### config.mk
export PLATFORM = sky130hd
export DESIGN_NAME = wb_loader
export DESIGN_NICKNAME = d
export VERILOG_FILES = /design/src/rtl/wb_loader_pkg.sv /design/src/rtl/wb_loader.sv
export SDC_FILE = /design/constraint.sdc
export NUM_CORES = 1
export LEC_CHECK = 0
export BUFFER_PORTS_ARGS = -buffer_cell sky130_fd_sc_hd__buf_2
export CELL_PAD_IN_SITES_DETAIL_PLACEMENT = 1
export CELL_PAD_IN_SITES_GLOBAL_PLACEMENT = 1
export CORE_MARGIN = 4
export CORE_UTILIZATION = 40
export CTS_BUF_LIST = sky130_fd_sc_hd__clkbuf_8
export CTS_CLUSTER_DIAMETER = 40
export DETAILED_ROUTE_END_ITERATION = 7
export GPL_TIMING_DRIVEN = 0
export PLACE_DENSITY_LB_ADDON = 0.1
export SKIP_LAST_GASP = 1
export SYNTH_ARGS = -nofsm -noshare
export SYNTH_HDL_FRONTEND = slang
export SYNTH_SLANG_ARGS = --single-unit
### constraint.sdc
create_clock -name clock -period 3 [get_ports clock]
set_input_delay 0.6 -clock clock [delete_from_list [all_inputs] [get_ports clock]]
set_output_delay 0.6 -clock clock [all_outputs]
set_load 0.02 [all_outputs]
### src/rtl/wb_loader_pkg.sv
// Shared definitions for the byte-stream Wishbone loader: command and response
// byte codes, FSM state encoding and timeout counter sizing.
package wb_loader_pkg;

    // Command opcodes (first byte of every host command)
    localparam logic [7:0] OP_WRITE    = 8'h57;  // 'W'
    localparam logic [7:0] OP_READ     = 8'h52;  // 'R'
    localparam logic [7:0] OP_HOLD     = 8'h48;  // 'H'
    localparam logic [7:0] OP_GO       = 8'h47;  // 'G'

    // Response status bytes
    localparam logic [7:0] RSP_OK      = 8'h4B;  // 'K'
    localparam logic [7:0] RSP_TIMEOUT = 8'h45;  // 'E'
    localparam logic [7:0] RSP_UNKNOWN = 8'h3F;  // '?'

    typedef enum logic [2:0] {
        IDLE,
        ADDR,
        DATA,
        BUS,
        RESP
    } state_t;

    // Width of a counter able to hold the value `cycles` itself.
    function automatic int tmo_width(input int cycles);
        return $clog2(cycles + 1);
    endfunction

endpackage

### src/rtl/wb_loader.sv
// Byte-stream-to-Wishbone initiator. Each host command becomes one classic
// Wishbone cycle (or a hold-line update); status and read data are returned
// on an outbound byte stream. hold_o keeps the CPU in reset while loading.
module wb_loader
    import wb_loader_pkg::*;
#(
    parameter int TIMEOUT_CYCLES = 255
) (
    input  logic        clock,
    input  logic        reset,
    input  logic [7:0]  rx_data,
    input  logic        rx_valid,
    output logic        rx_ready,
    output logic [7:0]  tx_data,
    output logic        tx_valid,
    input  logic        tx_ready,
    output logic [31:0] wb_addr_o,
    output logic [31:0] wb_data_o,
    input  logic [31:0] wb_data_i,
    output logic        wb_cyc_o,
    output logic        wb_strobe_o,
    output logic        wb_we_o,
    input  logic        wb_ack_i,
    output logic        hold_o,
    output logic        busy
);

    localparam int CNT_W = tmo_width(TIMEOUT_CYCLES);
    // Counter value in the last strobe cycle allowed before the cycle is
    // abandoned: the counter is 0 in the first strobe cycle, so strobe is
    // high for exactly TIMEOUT_CYCLES cycles when no ack arrives.
    localparam logic [CNT_W-1:0] TMO_LAST = CNT_W'(TIMEOUT_CYCLES - 1);

    state_t             state_reg;
    logic [1:0]         byte_cnt_reg;   // field byte index within ADDR/DATA
    logic               is_write_reg;   // current command is a write
    logic [CNT_W-1:0]   tmo_cnt_reg;    // strobe cycles elapsed without ack
    logic [31:0]        rd_data_reg;    // captured read data, shifted out LSB first
    logic [2:0]         resp_left_reg;  // response bytes still to send after tx_data

    logic rx_fire;
    logic tx_fire;

    assign rx_fire = rx_valid & rx_ready;
    assign tx_fire = tx_valid & tx_ready;

    // Command FSM: byte assembly, bus cycle, timeout and response sequencing.
    // All outputs are registered and updated alongside the state transitions.
    always_ff @(posedge clock) begin
        if (!reset) begin
            state_reg     <= IDLE;
            byte_cnt_reg  <= 2'd0;
            is_write_reg  <= 1'b0;
            tmo_cnt_reg   <= '0;
            rd_data_reg   <= 32'd0;
            resp_left_reg <= 3'd0;
            rx_ready      <= 1'b1;
            busy          <= 1'b0;
            tx_valid      <= 1'b0;
            tx_data       <= 8'd0;
            wb_addr_o     <= 32'd0;
            wb_data_o     <= 32'd0;
            wb_cyc_o      <= 1'b0;
            wb_strobe_o   <= 1'b0;
            wb_we_o       <= 1'b0;
            hold_o        <= 1'b1;
        end else begin
            case (state_reg)
                IDLE: begin
                    if (rx_fire) begin
                        busy         <= 1'b1;
                        byte_cnt_reg <= 2'd0;
                        case (rx_data)
                            OP_WRITE, OP_READ: begin
                                is_write_reg <= (rx_data == OP_WRITE);
                                state_reg    <= ADDR;
                            end
                            OP_HOLD, OP_GO: begin
                                hold_o        <= (rx_data == OP_HOLD);
                                rx_ready      <= 1'b0;
                                tx_valid      <= 1'b1;
                                tx_data       <= RSP_OK;
                                resp_left_reg <= 3'd0;
                                state_reg     <= RESP;
                            end
                            default: begin
                                rx_ready      <= 1'b0;
                                tx_valid      <= 1'b1;
                                tx_data       <= RSP_UNKNOWN;
                                resp_left_reg <= 3'd0;
                                state_reg     <= RESP;
                            end
                        endcase
                    end
                end

                ADDR: begin
                    if (rx_fire) begin
                        // Little-endian: first byte ends up in bits [7:0]
                        wb_addr_o    <= {rx_data, wb_addr_o[31:8]};
                        byte_cnt_reg <= byte_cnt_reg + 2'd1;
                        if (byte_cnt_reg == 2'd3) begin
                            if (is_write_reg) begin
                                state_reg <= DATA;
                            end else begin
                                rx_ready    <= 1'b0;
                                wb_cyc_o    <= 1'b1;
                                wb_strobe_o <= 1'b1;
                                wb_we_o     <= 1'b0;
                                tmo_cnt_reg <= '0;
                                state_reg   <= BUS;
                            end
                        end
                    end
                end

                DATA: begin
                    if (rx_fire) begin
                        wb_data_o    <= {rx_data, wb_data_o[31:8]};
                        byte_cnt_reg <= byte_cnt_reg + 2'd1;
                        if (byte_cnt_reg == 2'd3) begin
                            rx_ready    <= 1'b0;
                            wb_cyc_o    <= 1'b1;
                            wb_strobe_o <= 1'b1;
                            wb_we_o     <= 1'b1;
                            tmo_cnt_reg <= '0;
                            state_reg   <= BUS;
                        end
                    end
                end

                BUS: begin
                    // Ack takes priority over the timeout in the final cycle
                    if (wb_ack_i) begin
                        wb_cyc_o    <= 1'b0;
                        wb_strobe_o <= 1'b0;
                        wb_we_o     <= 1'b0;
                        if (!is_write_reg) begin
                            rd_data_reg <= wb_data_i;
                        end
                        tx_valid      <= 1'b1;
                        tx_data       <= RSP_OK;
                        resp_left_reg <= is_write_reg ? 3'd0 : 3'd4;
                        state_reg     <= RESP;
                    end else if (tmo_cnt_reg == TMO_LAST) begin
                        wb_cyc_o      <= 1'b0;
                        wb_strobe_o   <= 1'b0;
                        wb_we_o       <= 1'b0;
                        tx_valid      <= 1'b1;
                        tx_data       <= RSP_TIMEOUT;
                        resp_left_reg <= 3'd0;
                        state_reg     <= RESP;
                    end else begin
                        tmo_cnt_reg <= tmo_cnt_reg + 1'b1;
                    end
                end

                RESP: begin
                    // tx_data only moves on a completed handshake
                    if (tx_fire) begin
                        if (resp_left_reg == 3'd0) begin
                            tx_valid  <= 1'b0;
                            rx_ready  <= 1'b1;
                            busy      <= 1'b0;
                            state_reg <= IDLE;
                        end else begin
                            tx_data       <= rd_data_reg[7:0];
                            rd_data_reg   <= {8'd0, rd_data_reg[31:8]};
                            resp_left_reg <= resp_left_reg - 3'd1;
                        end
                    end
                end

                default: begin
                    state_reg <= IDLE;
                end
            endcase
        end
    end

endmodule

* After elaboration in Yosys (flattened, before gate mapping)
Cells that the tools add are included.
Word-level totals: bits in registers 127, word-level logic and storage cells 141, input port bits 45, output and inout bits 79
Operators by class: eq/ne operators 26, reduce and logical (&&, ||, !) cells 24, bitwise logic cells 2, add/sub/neg operators 3, mux-type cells 71
Operator list (number):
- 32-bit 2-to-1 mux | 4
- 8-bit 2-to-1 mux | 12
- 32-bit case mux with 2 select lines | 1
- 3-bit 2-to-1 mux | 17
- 8-bit case mux with 3 select lines | 2
- 8-bit by 7-bit == test with 1-bit output, second input constant | 4
- 2-bit inequality test, second input constant | 14
- 1-bit 2-to-1 mux | 24
- 8-bit case mux with 2 select lines | 1
- 8-bit AND reduction | 2
- 3-bit case mux with 5 select lines | 1
- 6-bit AND reduction | 2
- 10-bit AND reduction | 1
- 1-bit case mux with 3 select lines | 3
- 3-bit case mux with 3 select lines | 1
- 3-bit AND reduction | 3
- 8-bit by 1-bit adder with 8-bit output, second input constant | 1
- 8-bit == test, second input constant | 1
- 7-bit AND reduction | 1
- 3-bit by 2-bit == test with 1-bit output, second input constant | 2
- 3-bit zero test | 2
- 2-bit nonzero test | 3
- 3-bit nonzero test | 2
- 2-bit OR reduction | 3
- 16 further kinds | 19

* Logic depth before layout (Yosys ltp)
Gate-level depths: netlist of run 1.
depth in word-level cells 5, gate-level depth with buffers 8, mapped depth without buffers 7

* Worst setup path before layout of run 1
OpenSTA, ideal clock, no wires.
kind register to register, start reg tmo_cnt_reg[0], end reg tmo_cnt_reg[6], required time 2928 ps, stages on the path, launching flop included 9, library setup time 72 ps, setup slack 918 ps, arrival time 2010 ps, cell sequence dfxtp_1 inv_1 ha_1 and3_1 a211oi_4 nor3_2 buf_6 or4_1 a21oi_1
On the way: longest elaborated chain between the ends 4, elaborated cells between the ends (all ways) 7
RTL lines:
- start: declaration | line wb_loader.sv:37 | logic [CNT_W-1:0] tmo_cnt_reg;
- start signal: assignment | line wb_loader.sv:154 | tmo_cnt_reg <= tmo_cnt_reg + 1'b1;
- 8-bit by 1-bit adder with 8-bit output | line wb_loader.sv:154
- 8-bit 2-to-1 mux | line wb_loader.sv:145 | end else if (tmo_cnt_reg == TMO_LAST) begin
- 8-bit 2-to-1 mux | line wb_loader.sv:134 | if (wb_ack_i) begin
- 8-bit case mux with 3 select lines | line wb_loader.sv:68 | case (state_reg)
Parallel ways exist; a longest one is shown, timed or not. The select of a mux whose other input is x is not followed. A chain may end at the register's enable or synchronous reset.

* Worst setup path in the final report of run 1
start reg tmo_cnt_reg[0], end reg tmo_cnt_reg[7]
Same word-level chain as after synthesis.

==> out/metrics.yaml, run 1 <==
layout.cells.non_filler: 973
p_per_area_mw_per_mm2: 576
layout_setup_ws_ps: 595
die_x_um: 122
cts_tree: "yes"
ys_types: 53
ios: 124
synthFlopType: "dfxtp_1"
clkPwrFrac: 0.380
cp-startpoint: "tmo_cnt_reg[0]"
rrSetupSlack_ps: 590
area_growth_pct: 23.1
nets: 838
combPwrFrac: 0.135
r2r_start: "tmo_cnt_reg[0]"
first_iter_violations: 251
finalSetupViolations: 0
dp_cells: 941
drive_gt1_frac: 0.217
clock_sinks: 127
outcome: "finished clean"
grt_pass1_vias: 5135
vias_per_cell: 5.22
reg2reg_depth: 8
antenna_found_initial: 0
multi_input_area_mm2: 0.00241
rsz0062_at_grt: "false"
power.internal_w: 0.00262
async_flop_share: 0
critical_path_class: "reg2reg"
synth_warnings: 0
cts_resized: 0
netlist_top_cells_count: "191 x nand2_1, 127 x dfxtp_1, 86 x a21oi_1, 51 x nor2_1, 33 x clkbuf_1"
grt_pass1_wl_mm: 25.1
synthDominantCellAreaShare: 0.489
die_y_um: 122
ys_ff_latch: 127
worst_clock_skew_ps: 9.09
required_ps: 3370
ys_seq_area_frac: 0.489
start_util: 0.411
slew_headroom: 0.530
place.gp.congestion: 0.833
synth-edff-count: 0
end_kind: "register"
finalWirelength_mm: 15.7
overflow: 0
clkTransAtPathRegs_ps: 80
endpoint: "tmo_cnt_reg[7]"
ctsHoldBuffers: 0
grt_start_max_net_pins: 17
dp.final_hpwl_mm: 12.0
p_leak_nw: 2.53
drc_errors: 0
clk_latency_ps: 450
seqCellArea_mm2: 0.00254
fmax_ghz: 0.416
synth_nets: 697
diodes: 0
timing.rr.end: "tmo_cnt_reg[7]"
rows: 41
finalCriticalPeriod_ps: 2410
numPortBuffers: 122
grt_use_total: 0.214
max_cap_violations: 0
crit_path_start_kind: "register"
ys_top_cells_by_area: "dfxtp_1 49%, nand2_1 14%, a21oi_1 8.3%"
dp_slack_ps: 600
root_buffer: "clkbuf_8"
first_pass_iters: 4
total_power_w: 0.00369
die_area_mm2: 0.0149
sw_frac_of_total: 0.289
fill_cells: 1657
worst_pin_slew_ps: 703
maxSlewViolCount: 0
worstPathMaxFanout: 10
cts_max_level: 4
core_area_mm2: 0.0127
setup_tns_ps: 0
avgSynthCellArea_um2: 8.04
pwr-share-seq: 0.485
cp.arrival_ps: 2770
vias: 5076
yosysMostFrequentCell: "nand2_1"
fin_crit_sh: 0.802
cts_setup_buffers: 0
min_path_type: "in2reg"
yosysTopAreaCell: "dfxtp_1"
routedWlPerCell_um: 16.1
utilization: 0.505
p_sw_w: 0.00107
cts_buffers: 17
ant_nets: 0
clock_path_buffers: 2
netlist_area_mm2: 0.00520
hold_violations: 0
irDropWorstVdd_mv: 0.306
synthCells: 647
cell type report:
cell class,instances,share of cell area
multi-input combinational,463,0.376
inverter,10,0.00586
sequential,127,0.397
clock inverter,13,0.0178
tap,172,0.0336
clock buffer,19,0.0408
timing repair buffer,122,0.0953
buffer,47,0.0332
metrics by stage:
step | hold WS [ps] | area, um2
floorplan | 432 | 5200
global placement | 438 | 6030
detailed placement | 448 | 6030
CTS | 386 | 6400
global route | 391 | 6400
finish | 405 | 6400
kinds of logic after synthesis:
group	count (synthesis)	synth area share
AOI/OAI and AO/OA	159	0.195
xor gates and xnor gates	2	0.00337
adders and majority gates	5	0.0120
buffers and inverters	57	0.0481
DFF	127	0.489
muxes	2	0.00385
and+or+nand+nor	295	0.249
layer usage:
layer,global-route usage,wire length [um],part of all wire,vias to the layer above
met1,0.248,6720,0.43,2420
met5,0,0,0,-
li1,-,-,-,2513
met4,0.0742,272,0.017,0
met3,0.0571,888,0.057,24
met2,0.381,7790,0.50,119
cells in the final DEF (no fill, tap or decap), types with 9 or more instances in the layout:
master / instances
a21oi_1: 86
a22oi_1: 9
a311oi_1: 25
buf_2: 130
clkbuf_1: 33
clkbuf_8: 19
dfxtp_1: 127
inv_1: 11
nand2_1: 191
nor2_1: 51
critical path, stage by stage, from the launching register on:
cell	delay (ps)
dfxtp_1	450
inv_1	110
ha_1	200
and3_1	200
a211oi_4	460
nor3_2	120
buf_6	160
or4_1	470
a21oi_1	160
power by group through the flow:
stage | Combinational (W) | Sequential (W) | Clock (W)
finish | 0.000498 | 0.00179 | 0.00140
global route | 0.000553 | 0.00180 | 0.00152
CTS | 0.000501 | 0.00179 | 0.00144
detailed placement | 0.000499 | 0.00183 | 0
global placement | 0.000483 | 0.00183 | 0
floorplan | 0.000296 | 0.00185 | 0
worst min-delay path by stage:
stage	slack, ps	cells past startpoint	to	start
2_1_floorplan	430	2	tx_data[7]	rd_data_reg[7]
3_3_place_gp	440	2	wb_addr_o[6]	wb_addr_o[6]
3_5_place_dp	450	2	wb_data_o[1]	wb_data_o[1]
4_1_cts	390	3	rd_data_reg[24]	wb_data_i[24]
5_1_grt	390	3	rd_data_reg[15]	wb_data_i[15]
6_report	400	3	rd_data_reg[27]	wb_data_i[27]
(Power assumes the default switching activity.)
==> inputs of run 2 (changes only) <==
- CORE_UTILIZATION: 40 -> 36
- clock period: 3 -> 2.2 ns (I/O delays scaled with it)
==> run 2 against run 1 <==
  * Sequential share of layout area shrank 0.54 points
  * Maximum frequency increased by 16%
  * Combinational power up 42%
  * Critical endpoint unchanged
  * Sequential power increased by 36%
  * Via count up 0.20%
==> out/metrics.yaml, run 2 (synthesized netlist as in run 1, its figures left out) <==
cts_buffers: 17  # unchanged
first_pass_iters: 4  # unchanged
drc_errors: 0  # unchanged
place.gp.congestion: 0.826  # -0.84%
p_leak_nw: 2.60  # +2.6%
ctsHoldBuffers: 0  # unchanged
reg2reg_depth: 8  # unchanged
finalWirelength_mm: 16.2  # +3.1%
core_area_mm2: 0.0140  # +11%
root_buffer: "clkbuf_8"
ant_nets: 0  # unchanged
area_growth_pct: 24.9
layout_commonest_cell: "nand2_1"
required_ps: 2560  # -810 ps
cts_max_level: 4  # unchanged
dp_cells: 949  # +0.85%
layout.cells.non_filler: 984  # +1.1%
crit_path_start_kind: "register"
overflow: 0  # unchanged
hold_depth: 3  # unchanged
ios: 124  # unchanged
setup_tns_ps: 0  # unchanged
nets: 841  # +0.36%
finalSetupViolations: 0  # unchanged
finalCriticalPeriod_ps: 2080  # -324 ps
numPortBuffers: 122  # unchanged
clkTransAtPathRegs_ps: 70  # about the same
slew_headroom: 0.559  # +0.0288
diodes: 0  # unchanged
rsz0062_at_grt: "true"
end_kind: "register"
max_cap_violations: 0  # unchanged
drive_gt1_frac: 0.241  # +0.0241
worst_clock_skew_ps: 10.5  # +1.40 ps
antenna_found_initial: 0  # unchanged
grt_start_max_net_pins: 17  # unchanged
dp.final_hpwl_mm: 12.1  # +1.1%
cts_tree: "yes"
critical_path_class: "reg2reg"
clock_path_buffers: 2  # unchanged
die_x_um: 128  # +5.1%
fmax_ghz: 0.480  # +16%
grt_pass1_wl_mm: 26.2  # +4.4%
grt_use_total: 0.201  # -0.0135
die_y_um: 128  # +5.1%
irDropWorstVdd_mv: 0.550  # +80%
vias: 5086  # +0.20%
rows: 43  # +4.9%
min_path_type: "in2reg"
outcome: "finished clean"
clk_latency_ps: 440  # about the same
cp.arrival_ps: 2440  # -330 ps
grt_pass1_vias: 5199  # +1.2%
layout_common_cells: "191 x nand2_1, 126 x buf_2, 125 x dfxtp_1"
fin_crit_sh: 0.946  # +0.144
hold_violations: 0  # unchanged
routedWlPerCell_um: 16.4  # +2.0%
vias_per_cell: 5.17  # -0.92%
clock_sinks: 127  # unchanged
worst_pin_slew_ps: 657  # -46.0 ps
maxSlewViolCount: 0  # unchanged
p_per_area_mw_per_mm2: 788  # +37%
die_area_mm2: 0.0164  # +10%
worstPathMaxFanout: 10  # unchanged
start_util: 0.371  # -0.0401
first_iter_violations: 176  # -30%
==> run 2: final timing paths <==
check                       from  slack, ps               to
setup reg to reg  tmo_cnt_reg[0]        120   tmo_cnt_reg[7]
hold / removal     wb_data_i[29]        260  rd_data_reg[29]
setup / recovery  tmo_cnt_reg[0]        120   tmo_cnt_reg[7]
hold reg to reg     wb_data_o[6]        450     wb_data_o[6]
==> run 2: power by group <==
group / internal, W / switching [W] / total, W
clock network: 0.00105 / 0.000927 / 0.00197
logic: 0.000260 / 0.000448 / 0.000708
registers: 0.00238 / 0.0000565 / 0.00244
==> run 2: timing repair <==
action	in CTS	in global routing
setup endpoints to repair	46	95
resized for setup	2	33
pin swaps	2	1
gates cloned	0	0
buffers inserted	3	0
==> run 2: worst max-delay path: stages, from the launching register on <==
cell and delay, ps:
dfxtp_2 390, inv_1 80, ha_1 210, and3_1 210, a211oi_4 240, nor3_2 100
buf_6 150, or4_1 480, a21oi_1 160
==> run 2: per-stage QoR <==
stage           util  total power (W)  setup WS [ps]  hold WS (ps)  instance area (um2)
3_5_place_dp   0.430          0.00317           -211           446                 6040
2_1_floorplan      -          0.00293            118           432                 5200
4_1_cts        0.460          0.00515          -16.3           231                 6450
5_1_grt        0.463          0.00536          -68.8           247                 6500
3_3_place_gp   0.430          0.00315           -105           438                 6040
6_report       0.463          0.00512            118           259                 6500
==> run 2: cell type report <==
type                            count  area, um2
Timing Repair Buffer              125        633
Sequential cell                   127       2540
Multi-Input combinational cell    463       2430
Buffer                             47        241
Clock buffer                       19        262
Inverter                           10       37.5
Clock inverter                     13        123
Fill cell                        1769       7540
Tap cell                          180        225
==> run 2: layer usage <==
| metal | global-route usage | wire [um] | vias to the layer above |
|---|---|---|---|
| met5 | 0 | 0 | - |
| met4 | 0.0630 | 165 | 0 |
| met3 | 0.0529 | 810 | 13 |
| met2 | 0.342 | 7910 | 106 |
| met1 | 0.247 | 7270 | 2452 |
| li1 | - | - | 2515 |
